==> src/rtl/moving_avg_srl_inverse.sv <==
// Rebuilds raw samples from an N-point running-sum stream: x[n] = s[n] - s[n-1] + x[n-N].
// Latency 1 cycle, 1 sample/clk; no backpressure, every in_valid is accepted.
module moving_avg_srl_inverse #(
    parameter int WIDTH = 16,
    parameter int N     = 16,
    parameter int SHIFT = 4
) (
    input  logic                            clk,
    input  logic                            rst,
    input  logic                            in_valid,
    input  logic signed [WIDTH+SHIFT-1:0]   in_sum,
    input  logic                            flush,
    input  logic                            err_clr,
    output logic                            out_valid,
    output logic signed [WIDTH-1:0]         out_sample,
    output logic                            range_err
);

    localparam int SW = WIDTH + SHIFT;
    localparam int MW = $clog2(N + 1);
    localparam logic signed [SW+1:0] MAX_R = (SW+2)'(2**(WIDTH-1) - 1);
    localparam logic signed [SW+1:0] MIN_R = ~MAX_R;

    logic signed [SW-1:0]    prev_sum_q, prev_sum_d, prev_eff;
    logic [MW-1:0]           mask_q, mask_d;
    logic [WIDTH-1:0]        srl_q [N];
    logic signed [WIDTH-1:0] hist_last, xs;
    logic signed [SW:0]      diff;
    logic signed [SW+1:0]    r;
    logic                    sat_hi, sat_lo;
    logic                    out_valid_q, range_err_q;
    logic signed [WIDTH-1:0] out_sample_q;

    // The delay line has no reset so it can map to SRLs; the mask counter
    // hides stale taps until N fresh samples have entered after reset/flush.
    always_comb begin
        prev_eff  = flush ? '0 : prev_sum_q;
        hist_last = (!flush && mask_q == MW'(N)) ? $signed(srl_q[N-1]) : '0;
        diff      = {in_sum[SW-1], in_sum} - {prev_eff[SW-1], prev_eff};
        r         = {diff[SW], diff} + {{(SW+2-WIDTH){hist_last[WIDTH-1]}}, hist_last};
        sat_hi    = (r > MAX_R);
        sat_lo    = (r < MIN_R);
        if (sat_hi)
            xs = {1'b0, {(WIDTH-1){1'b1}}};
        else if (sat_lo)
            xs = {1'b1, {(WIDTH-1){1'b0}}};
        else
            xs = r[WIDTH-1:0];

        prev_sum_d = prev_sum_q;
        if (in_valid)
            prev_sum_d = in_sum;
        else if (flush)
            prev_sum_d = '0;

        mask_d = mask_q;
        if (flush)
            mask_d = in_valid ? MW'(1) : '0;
        else if (in_valid && mask_q != MW'(N))
            mask_d = mask_q + MW'(1);
    end

    always_ff @(posedge clk or posedge rst) begin
        if (rst) begin
            out_valid_q  <= 1'b0;
            out_sample_q <= '0;
            range_err_q  <= 1'b0;
            prev_sum_q   <= '0;
            mask_q       <= '0;
        end else begin
            out_valid_q <= in_valid;
            if (in_valid)
                out_sample_q <= xs;
            if (in_valid && (sat_hi || sat_lo))
                range_err_q <= 1'b1;
            else if (err_clr)
                range_err_q <= 1'b0;
            prev_sum_q <= prev_sum_d;
            mask_q     <= mask_d;
        end
    end

    always_ff @(posedge clk) begin
        if (in_valid) begin
            srl_q[0] <= xs;
            for (int i = 1; i < N; i++)
                srl_q[i] <= srl_q[i-1];
        end
    end

    assign out_valid  = out_valid_q;
    assign out_sample = out_sample_q;
    assign range_err  = range_err_q;

endmodule

==> config.mk <==
export PLATFORM = sky130hd
export DESIGN_NAME = moving_avg_srl_inverse
export DESIGN_NICKNAME = d
export VERILOG_FILES = /design/src/rtl/moving_avg_srl_inverse.sv
export SDC_FILE = /design/constraint.sdc
export NUM_CORES = 1
export LEC_CHECK = 0
export ABC_AREA = 1
export CAP_MARGIN = 20
export CORE_ASPECT_RATIO = 0.5
export CORE_MARGIN = 10
export CORE_UTILIZATION = 30
export DETAILED_ROUTE_END_ITERATION = 16
export GPL_TIMING_DRIVEN = 0
export SETUP_SLACK_MARGIN = 0.5
export SYNTH_ARGS = -nofsm -noshare
export SYNTH_HDL_FRONTEND = slang
export SYNTH_SLANG_ARGS = --single-unit
==> constraint.sdc <==
create_clock -name clk -period 6.2 [get_ports clk]
set_input_delay 1.24 -clock clk [delete_from_list [all_inputs] [get_ports clk]]
set_output_delay 1.24 -clock clk [all_outputs]
set_load 0.03 [all_outputs]
Word-level counts from Yosys, hierarchy flattened
Memories as Yosys holds them, arrays and structs flattened.
Index checks and enable logic that the tools add are counted.
Widths: inputs -> output; s select.
- mux-type cells: 12
- $add $sub $neg: 3
- equal/unequal tests: 2
- reduce and logical (&&, ||, !) cells: 7
- magnitude comparators: 2
- operators by type and width (operator ; number):
    $mux 16 ; 3
    $mux 20 ; 2
    $add 21x16->22 ; 1
    $gt 22x16->1 const B ; 1
    $lt 22x16->1 const B ; 1
    $sub 20x20->21 ; 1
    $mux 5 ; 2
    $add 5x1->5 const B ; 1
    $eq 5x5->1 const B ; 1
    $mux 1 ; 5
    $ne 5x5->1 const B ; 1
    $reduce_bool 2->1 ; 2
    $logic_and 1x1->1 ; 3
    $logic_not 1->1 ; 1
    $logic_or 1x1->1 ; 1
- input bits: 25
- memories kept: 1
- logic and storage cells: 32
- bits in registers: 43
- bits in writable memories: 256
- output and inout bits: 18
- memory list (name ; depth ; bits a word ; rd ports ; clocked after Yosys merged registers in ; write ports ; RTL line ; RTL):
    srl_q ; 16 ; 16 ; 16 ; 0 ; 16 ; 26 ; logic [WIDTH-1:0] srl_q [N];

Depth between registers and ports, before layout
Gate-level depths: netlist of the first run.
- word-level depth: 8
- mapped depth: 28
- mapped depth without buffers: 26

Least setup slack after synthesis of the first run
Ideal clock, no wire load.
- path type: input to register
- start point: input flush
- end point: memory srl_q[0][2] (data pin)
- setup time: 254 ps
- data arrival time: 4081 ps
- required time: 5946 ps
- path buffers: 2
- stages on the path: 17
- setup slack: 1865 ps
- path through: nor2_1 > clkbuf_1 > nand2_1 > fa_1 > inv_1 > ha_1 > a21oi_1 > o21bai_1 > a21oi_1 > nand2_1 > nand2_1 > nand2_1 > nor2_1 > nand3_2 > nand2_4 > buf_12 > nand2_2
- RTL lines (what ; RTL line ; RTL):
    from (decl) ; 12 ; input logic flush,
    to (decl) ; 26 ;

==> results.sh, run 1 <==
export IMPL_status="finished clean"
export IMPL_clock_sinks=299
export IMPL_root_buffer="clkbuf_16"
export IMPL_total_leakage_power_uw=0.00556
export IMPL_fin_area_sq_um=13900
export IMPL_utilization_pct=35.8
export IMPL_slew_violations=0
export IMPL_gr_total_overflow=0
export IMPL_viasPerCell=4.13
export IMPL_maxCapViolations=0
export IMPL_final_antenna_net_count=0
export IMPL_first_iter_violations=424
export IMPL_wirelength_um=21500
export IMPL_synth_edf_count=256
export IMPL_dieArea_sq_um=48300
export IMPL_pre_cts_ws_ns=0.0111
export IMPL_area_growth_syn_to_layout_pct=17.7
export IMPL_cp_arrival_ns=5.70
export IMPL_ir_drop_v=0.000169
export IMPL_p_total_uw=4870
export IMPL_seqPwrFrac_pct=50.6
export IMPL_ys_types=37
export IMPL_hold_violations=0
export IMPL_die_y_um=160
export IMPL_antenna_diode_count=0
export IMPL_power_density_nw_per_um2=349
export IMPL_fin_skew_ns=0.00971
export IMPL_ioPinCount=43
export IMPL_drt_pass1_iter_count=5
export IMPL_rsz0062_at_grt="no"
export IMPL_clk_latency_ns=0.56
export IMPL_cts_tree="yes"
export IMPL_setup_viol=0
export IMPL_final_cells=1504
export IMPL_syn_num_nets=944
export IMPL_ys_warnings_count=0
export IMPL_worst_pin_slew_ns=0.982
export IMPL_antenna_found_initial=0
export IMPL_dp_cells=1449
export IMPL_top_usage_layer="met2"
export IMPL_comb_power_share_pct=14.3
export IMPL_start_util_pct=30.4
export IMPL_worstSetupStartpointType="input port"
export IMPL_grt_max_degree=135
export IMPL_required_ns=6.50
export IMPL_grt_first_pass_wirelength_um=34600
export IMPL_crit_type="in -> reg"
export IMPL_ys_seq_area_share_pct=74.0
export IMPL_clk_pin_slew_worst_paths_ns=0.06
export IMPL_syn_area_sq_um=11800
export IMPL_place_gp_congestion=0.850
export IMPL_post_cts_setup_buffer_count=0
export IMPL_fin_crit_sh_pct=87.1
export IMPL_power_share_clock_pct=35.1
export IMPL_cp_max_fo=10
export IMPL_vias=6211
export IMPL_num_rows=51
export IMPL_gr_usage_met2_pct=14.0
export IMPL_cts_buffers=30
export IMPL_ys_ff_latch=299
export IMPL_p_sw_share_pct=25.8
export IMPL_cts_hold_fix_buffers=0
export IMPL_cts_resized=0
export IMPL_synth_ff_type="edfxtp_1"
export IMPL_hpwl_um=14300
export IMPL_drive_gt1_share_pct=9.65
export IMPL_p_sw_uw=1260
export IMPL_clock_path_buffers=3
export IMPL_final_nets=1020
export IMPL_synth_async_sr_flop_share_pct=14.4
export IMPL_first_global_vias=6351
export IMPL_synth_area_per_cell_sq_um=13.5
export IMPL_setup_slack_ns=0.801
export IMPL_syn_inst=875
export IMPL_core_area_sq_um=38900
export IMPL_detail_route_wl_per_cell_um=14.3
export IMPL_min_path_type="reg -> reg"
export IMPL_grtUsageMet3_pct=1.42
export IMPL_p_int_uw=3610
export IMPL_placement_cell_area_sq_um=13000
export IMPL_fin_crit_ns=5.40
export IMPL_fp_dieW_um=301
export IMPL_route_detailed_drc=0
export IMPL_grt_util_met1_pct=12.2
export IMPL_slew_headroom_pct=34.5
export IMPL_endpoint_kind="flop"
export IMPL_numPortBuffers=42
export IMPL_r2r_slack_ns=1.17
export IMPL_h_tree_depth=1
export IMPL_grt_use_total_pct=8.86
export IMPL_max_freq_mhz=185
## kinds of logic (layout without fill, tap and decap cells)
logic type / after synthesis / after routing / synth area share [%]
adder cells (fa/ha/maj): 44 / 44 / 5.92
AO/OA/AOI/OAI: 52 / 52 / 2.31
XOR/XNOR: 13 / 13 / 0.961
flip-flops: 299 / 299 / 74.0
buffers and inverters: 146 / 245 / 4.89
AND/OR/NAND/NOR: 321 / 321 / 11.9
## cell type report
type                       instances  area [sq um]
buffer                            12          77.6
clock buffer                      37           807
clock inverter                    18           146
fill                            3735         25000
inverter                         134           503
multi-input combinational        430          2500
sequential                       299          8760
tap                              530           663
timing repair buffer              44           473
## per-layer routing
metal | part of all wire [%] | wire length, um
met1 | 48 | 10300
met2 | 45 | 9750
met3 | 3.9 | 844
met4 | 2.6 | 565
met5 | 0 | 0
## critical path, cell delays in order
cell	delay, ns
clkdlybuf4s50_1	0.50
nor2_1	0.57
clkbuf_2	0.45
nand2_1	0.12
ha_1	0.29
inv_1	0.06
ha_1	0.27
inv_1	0.08
fa_1	0.40
inv_1	0.12
nand3_1	0.08
nand3_1	0.18
nand2_1	0.07
nand2_1	0.17
nand2_1	0.12
nand2_1	0.07
nand2_1	0.04
nand2_1	0.09
inv_1	0.05
nor2_1	0.18
nand3_2	0.13
nand2_4	0.16
buf_12	0.16
nand2_2	0.10
## synth_stat cells, types with 6 or more instances
library cell	instances	share of area (%)
nand2_2	20	1.1
xor2_1	6	0.44
nand2_1	208	6.6
inv_2	6	0.19
ha_1	24	2.5
fa_1	20	3.4
nand3_1	19	0.80
nor2_1	45	1.4
edfxtp_1	256	65
clkbuf_1	9	0.29
dfrtp_1	43	9.1
o21ai_0	25	1.1
xnor2_1	7	0.52
a21oi_1	20	0.85
inv_1	127	4.0
## path summary, 6_finish.rpt
path / start / endpoint / cells past startpoint
max in group asynchronous: rst / prev_sum_q[15] / 3
hold / removal: srl_q[0][66] / srl_q[0][82] / 0
min in group asynchronous: rst / range_err / 2
setup / recovery: flush / srl_q[0][8] / 24
setup reg to reg: mask_q[0] / srl_q[0][8] / 26
hold reg to reg: srl_q[0][66] / srl_q[0][82] / 0
## cells in the final DEF (no fill, tap or decap), types with 3 or more instances in the layout
cell,netlist,routed
dfrtp_1,43,43
nand2_2,20,20
nand3_1,19,19
xnor2_1,7,7
ha_1,24,24
edfxtp_1,256,256
fa_1,20,20
nand3_2,3,3
inv_2,6,7
clkinv_2,0,4
nor2_1,45,45
inv_1,127,126
nor2_2,5,5
clkbuf_16,0,30
clkinvlp_4,0,3
clkinv_1,1,8
nor3_1,3,3
o21bai_1,3,3
nand4_1,5,5
o21ai_0,25,25
clkdlybuf4s50_1,0,41
clkbuf_8,0,3
nand2_1,208,208
a21oi_1,20,20
clkbuf_1,9,12
xor2_1,6,6
## sequential cells by signal, indices dropped and copies added (netlist names)
signal	count
mask_q	5
prev_sum_q	20
range_err	1
out_valid	1
srl_q	256
out_sample	16
## power by group through the flow
stage / clock network [uW] / registers, uW / logic, uW
finish: 1710 / 2460 / 697
floorplan: 0 / 2550 / 369
CTS: 1780 / 2460 / 706
global route: 1860 / 2480 / 775
detailed placement: 0 / 2500 / 701
global placement: 0 / 2530 / 694
## stage by stage
step	hold slack, ns	TNS, ns
finish	0.413	0
global route	0.416	0
floorplan	0.400	0
detailed placement	0.405	0
global placement	0.400	-1345.66
CTS	0.415	0
Note: power is estimated with default switching activity, not from simulation.
==> run 2, diff against run 1 <==
--- a/config.mk
+++ b/config.mk
@@ -12,6 +12,7 @@
 export CORE_UTILIZATION = 30
 export DETAILED_ROUTE_END_ITERATION = 16
 export GPL_TIMING_DRIVEN = 0
+export PLACE_DENSITY = 0.48
 export SETUP_SLACK_MARGIN = 0.5
 export SYNTH_ARGS = -nofsm -noshare
 export SYNTH_HDL_FRONTEND = slang
==> constraint.sdc (replaced) <==
create_clock -name clk -period 5.6 [get_ports clk]
set_input_delay 1.12 -clock clk [delete_from_list [all_inputs] [get_ports clk]]
set_output_delay 1.12 -clock clk [all_outputs]
set_load 0.03 [all_outputs]
==> run 2 against run 1 <==
  * Worst hold slack better by 0.0025 ns
  * Critical path depth shrank 2
  * Power increased by 9.6%
  * Flip-flop and latch count unchanged
  * Combinational power increased by 13%
  * Core utilization decreased by 0.051 points
  * Die area is the same
  * Count of clock-buffer cells in the layout grew 7
  * Register-to-register slack worse by 0.03 ns
  * Clock skew rose by 0.0030 ns
  * Worst setup slack better by 0.10 ns
  * Global-route usage grew 0.29 points
  * Highest routed layer unchanged
==> results.sh, run 2 (synthesized netlist as in run 1, its figures left out) <==
export IMPL_first_global_vias=6379
export IMPL_route_detailed_drc=0
export IMPL_drive_gt1_share_pct=9.77
export IMPL_multi_input_area_sq_um=2510
export IMPL_r2r_end="out_sample[2]"
export IMPL_num_rows=51
export IMPL_r2r_slack_ns=1.14
export IMPL_cts_buffers=28
export IMPL_post_cts_setup_buffer_count=0
export IMPL_cp_max_fo=10
export IMPL_status="finished clean"
export IMPL_drt_pass1_iter_count=4
export IMPL_ir_drop_v=0.000226
export IMPL_start_util_pct=30.4
export IMPL_r2r_cells=23
export IMPL_wl_met3_um=662
export IMPL_slew_violations=0
export IMPL_area_growth_syn_to_layout_pct=17.5
export IMPL_crit_type="in -> reg"
export IMPL_slew_headroom_pct=56.8
export IMPL_place_gp_congestion=0.815
export IMPL_hpwl_um=15100
export IMPL_wirelength_um=21900
export IMPL_max_freq_mhz=213
export IMPL_grt_first_pass_wirelength_um=35500
export IMPL_cp_arrival_ns=5.20
export IMPL_h_tree_depth=1
export IMPL_final_common_cell="edfxtp_1"
export IMPL_seq_area_sq_um=8760
export IMPL_fillers=3788
export IMPL_power_density_nw_per_um2=383
export IMPL_min_path_type="reg -> reg"
export IMPL_p_total_uw=5330
export IMPL_numPortBuffers=42
export IMPL_total_leakage_power_uw=0.00556
export IMPL_first_iter_violations=456
export IMPL_startpoint="flush"
export IMPL_gr_total_overflow=0
export IMPL_dieArea_sq_um=48300
export IMPL_final_nets=1019
export IMPL_endpoint_kind="flop"
export IMPL_drt_met1_wl_um=11300
export IMPL_antenna_diode_count=0
export IMPL_worst_pin_slew_ns=0.648
export IMPL_fin_crit_ns=4.70
export IMPL_detail_route_wl_per_cell_um=14.5
export IMPL_antenna_found_initial=0
export IMPL_grt_max_degree=129
export IMPL_clock_sinks=299
export IMPL_setup_viol=0
export IMPL_largest_reg_flops=256
export IMPL_core_area_sq_um=38900
export IMPL_worstSetupStartpointType="input port"
export IMPL_fin_crit_sh_pct=83.9
export IMPL_die_y_um=160
export IMPL_wl_met2_um=9430
export IMPL_setup_slack_ns=0.904
export IMPL_cts_tree="yes"
export IMPL_fin_skew_ns=0.0127
export IMPL_layout_common_cells="edfxtp_1, nand2_1, inv_1"
export IMPL_cp_endpoint="out_sample[2]"
export IMPL_grt_use_total_pct=9.15
export IMPL_hold_violations=0
export IMPL_maxCapViolations=0
export IMPL_rsz0062_at_grt="no"
export IMPL_final_antenna_net_count=0
export IMPL_root_buffer="clkbuf_16"
export IMPL_clk_latency_ns=0.57
export IMPL_timing_rr_start="mask_q[0]"
export IMPL_required_ns=6.11
export IMPL_vias=6170
export IMPL_clock_path_buffers=3
export IMPL_fp_dieW_um=301
export IMPL_clk_pin_slew_worst_paths_ns=0.07
export IMPL_cts_hold_fix_buffers=0
export IMPL_viasPerCell=4.11
export IMPL_ioPinCount=43
export IMPL_highest_layer="met4"
export IMPL_pre_cts_ws_ns=-0.419
export IMPL_tns_ns=0
export IMPL_top_register="srl_q"
[run 2: cell count changes in the layout (fill, tap and decap cells not counted)]
| cell | previous run | this run |
|---|---|---|
| clkinv_1 | 8 | 1 |
| bufinv_16 | 1 | 0 |
| clkbuf_8 | 3 | 6 |
| clkbuf_16 | 30 | 28 |
| clkinvlp_4 | 3 | 0 |
| nor2_4 | 2 | 3 |
| inv_4 | 0 | 1 |
| clkbuf_1 | 12 | 17 |
| nor2_1 | 45 | 44 |
| clkbuf_4 | 0 | 1 |
| buf_16 | 1 | 2 |
[run 2: worst min path at each step]
| stage | from | endpoint | slack (ns) | cells past startpoint |
|---|---|---|---|---|
| 5_1_grt | srl_q[1][22] | srl_q[1][38] | 0.42 | 0 |
| 3_3_place_gp | srl_q[0][75] | srl_q[0][91] | 0.40 | 0 |
| 3_5_place_dp | srl_q[0][100] | srl_q[0][116] | 0.40 | 0 |
| 6_report | srl_q[1][65] | srl_q[1][81] | 0.42 | 0 |
| 2_1_floorplan | srl_q[0][84] | srl_q[0][100] | 0.40 | 0 |
| 4_1_cts | srl_q[1][22] | srl_q[1][38] | 0.42 | 0 |
[run 2: power breakdown]
part / switching [uW] / internal [uW] / total, uW
Combinational: 520 / 266 / 785
Clock: 811 / 1020 / 1830
Sequential: 61.2 / 2660 / 2720
[run 2: timing repair]
action,in CTS,in global routing
pin swaps,0,0
resized for setup,2,5
setup endpoints to repair,31,31
gates cloned,0,0
[run 2: critical path, stage by stage]
cell and delay [ns]:
clkdlybuf4s50_1 0.62, clkbuf_1 0.50, nor2_1 0.16, fa_1 0.55, inv_1 0.05, ha_1 0.41, nand2_2 0.15, inv_1 0.05
a21oi_1 0.19, nand3_2 0.16, nand2_1 0.13, nand2_1 0.07, nand2_1 0.06, nand2_1 0.05, nor2_1 0.18, nand3_1 0.16
nand2_4 0.13, buf_8 0.14, nand2_1 0.07, nand2_2 0.11, nand2_1 0.06, nand2_1 0.06
[run 2: final cells by class]
class | count | share of cell area [%]
clock inverter | 8 | 0.531
tap | 530 | 4.77
clock buffer | 44 | 5.90
timing repair buffer | 45 | 3.60
sequential | 299 | 63.0
buffer | 12 | 0.585
multi-input combinational | 430 | 18.0
inverter | 134 | 3.62
[run 2: stage by stage]
stage / hold slack, ns / cell area (sq um) / util (%) / cells
2_1_floorplan: 0.400 / 11800 / - / 875
4_1_cts: 0.416 / 13900 / 35.7 / 1502
6_report: 0.416 / 13900 / 35.7 / 1502
3_3_place_gp: 0.401 / 12900 / 33.2 / 1447
3_5_place_dp: 0.405 / 13000 / 33.4 / 1450
5_1_grt: 0.424 / 13900 / 35.7 / 1502
[run 2: per-layer routing]
metal | up-vias | track usage [%]
li1 | 3048 | -
met1 | 3024 | 13.5
met2 | 61 | 13.5
met3 | 37 | 1.73
met4 | 0 | 2.41
met5 | - | 0
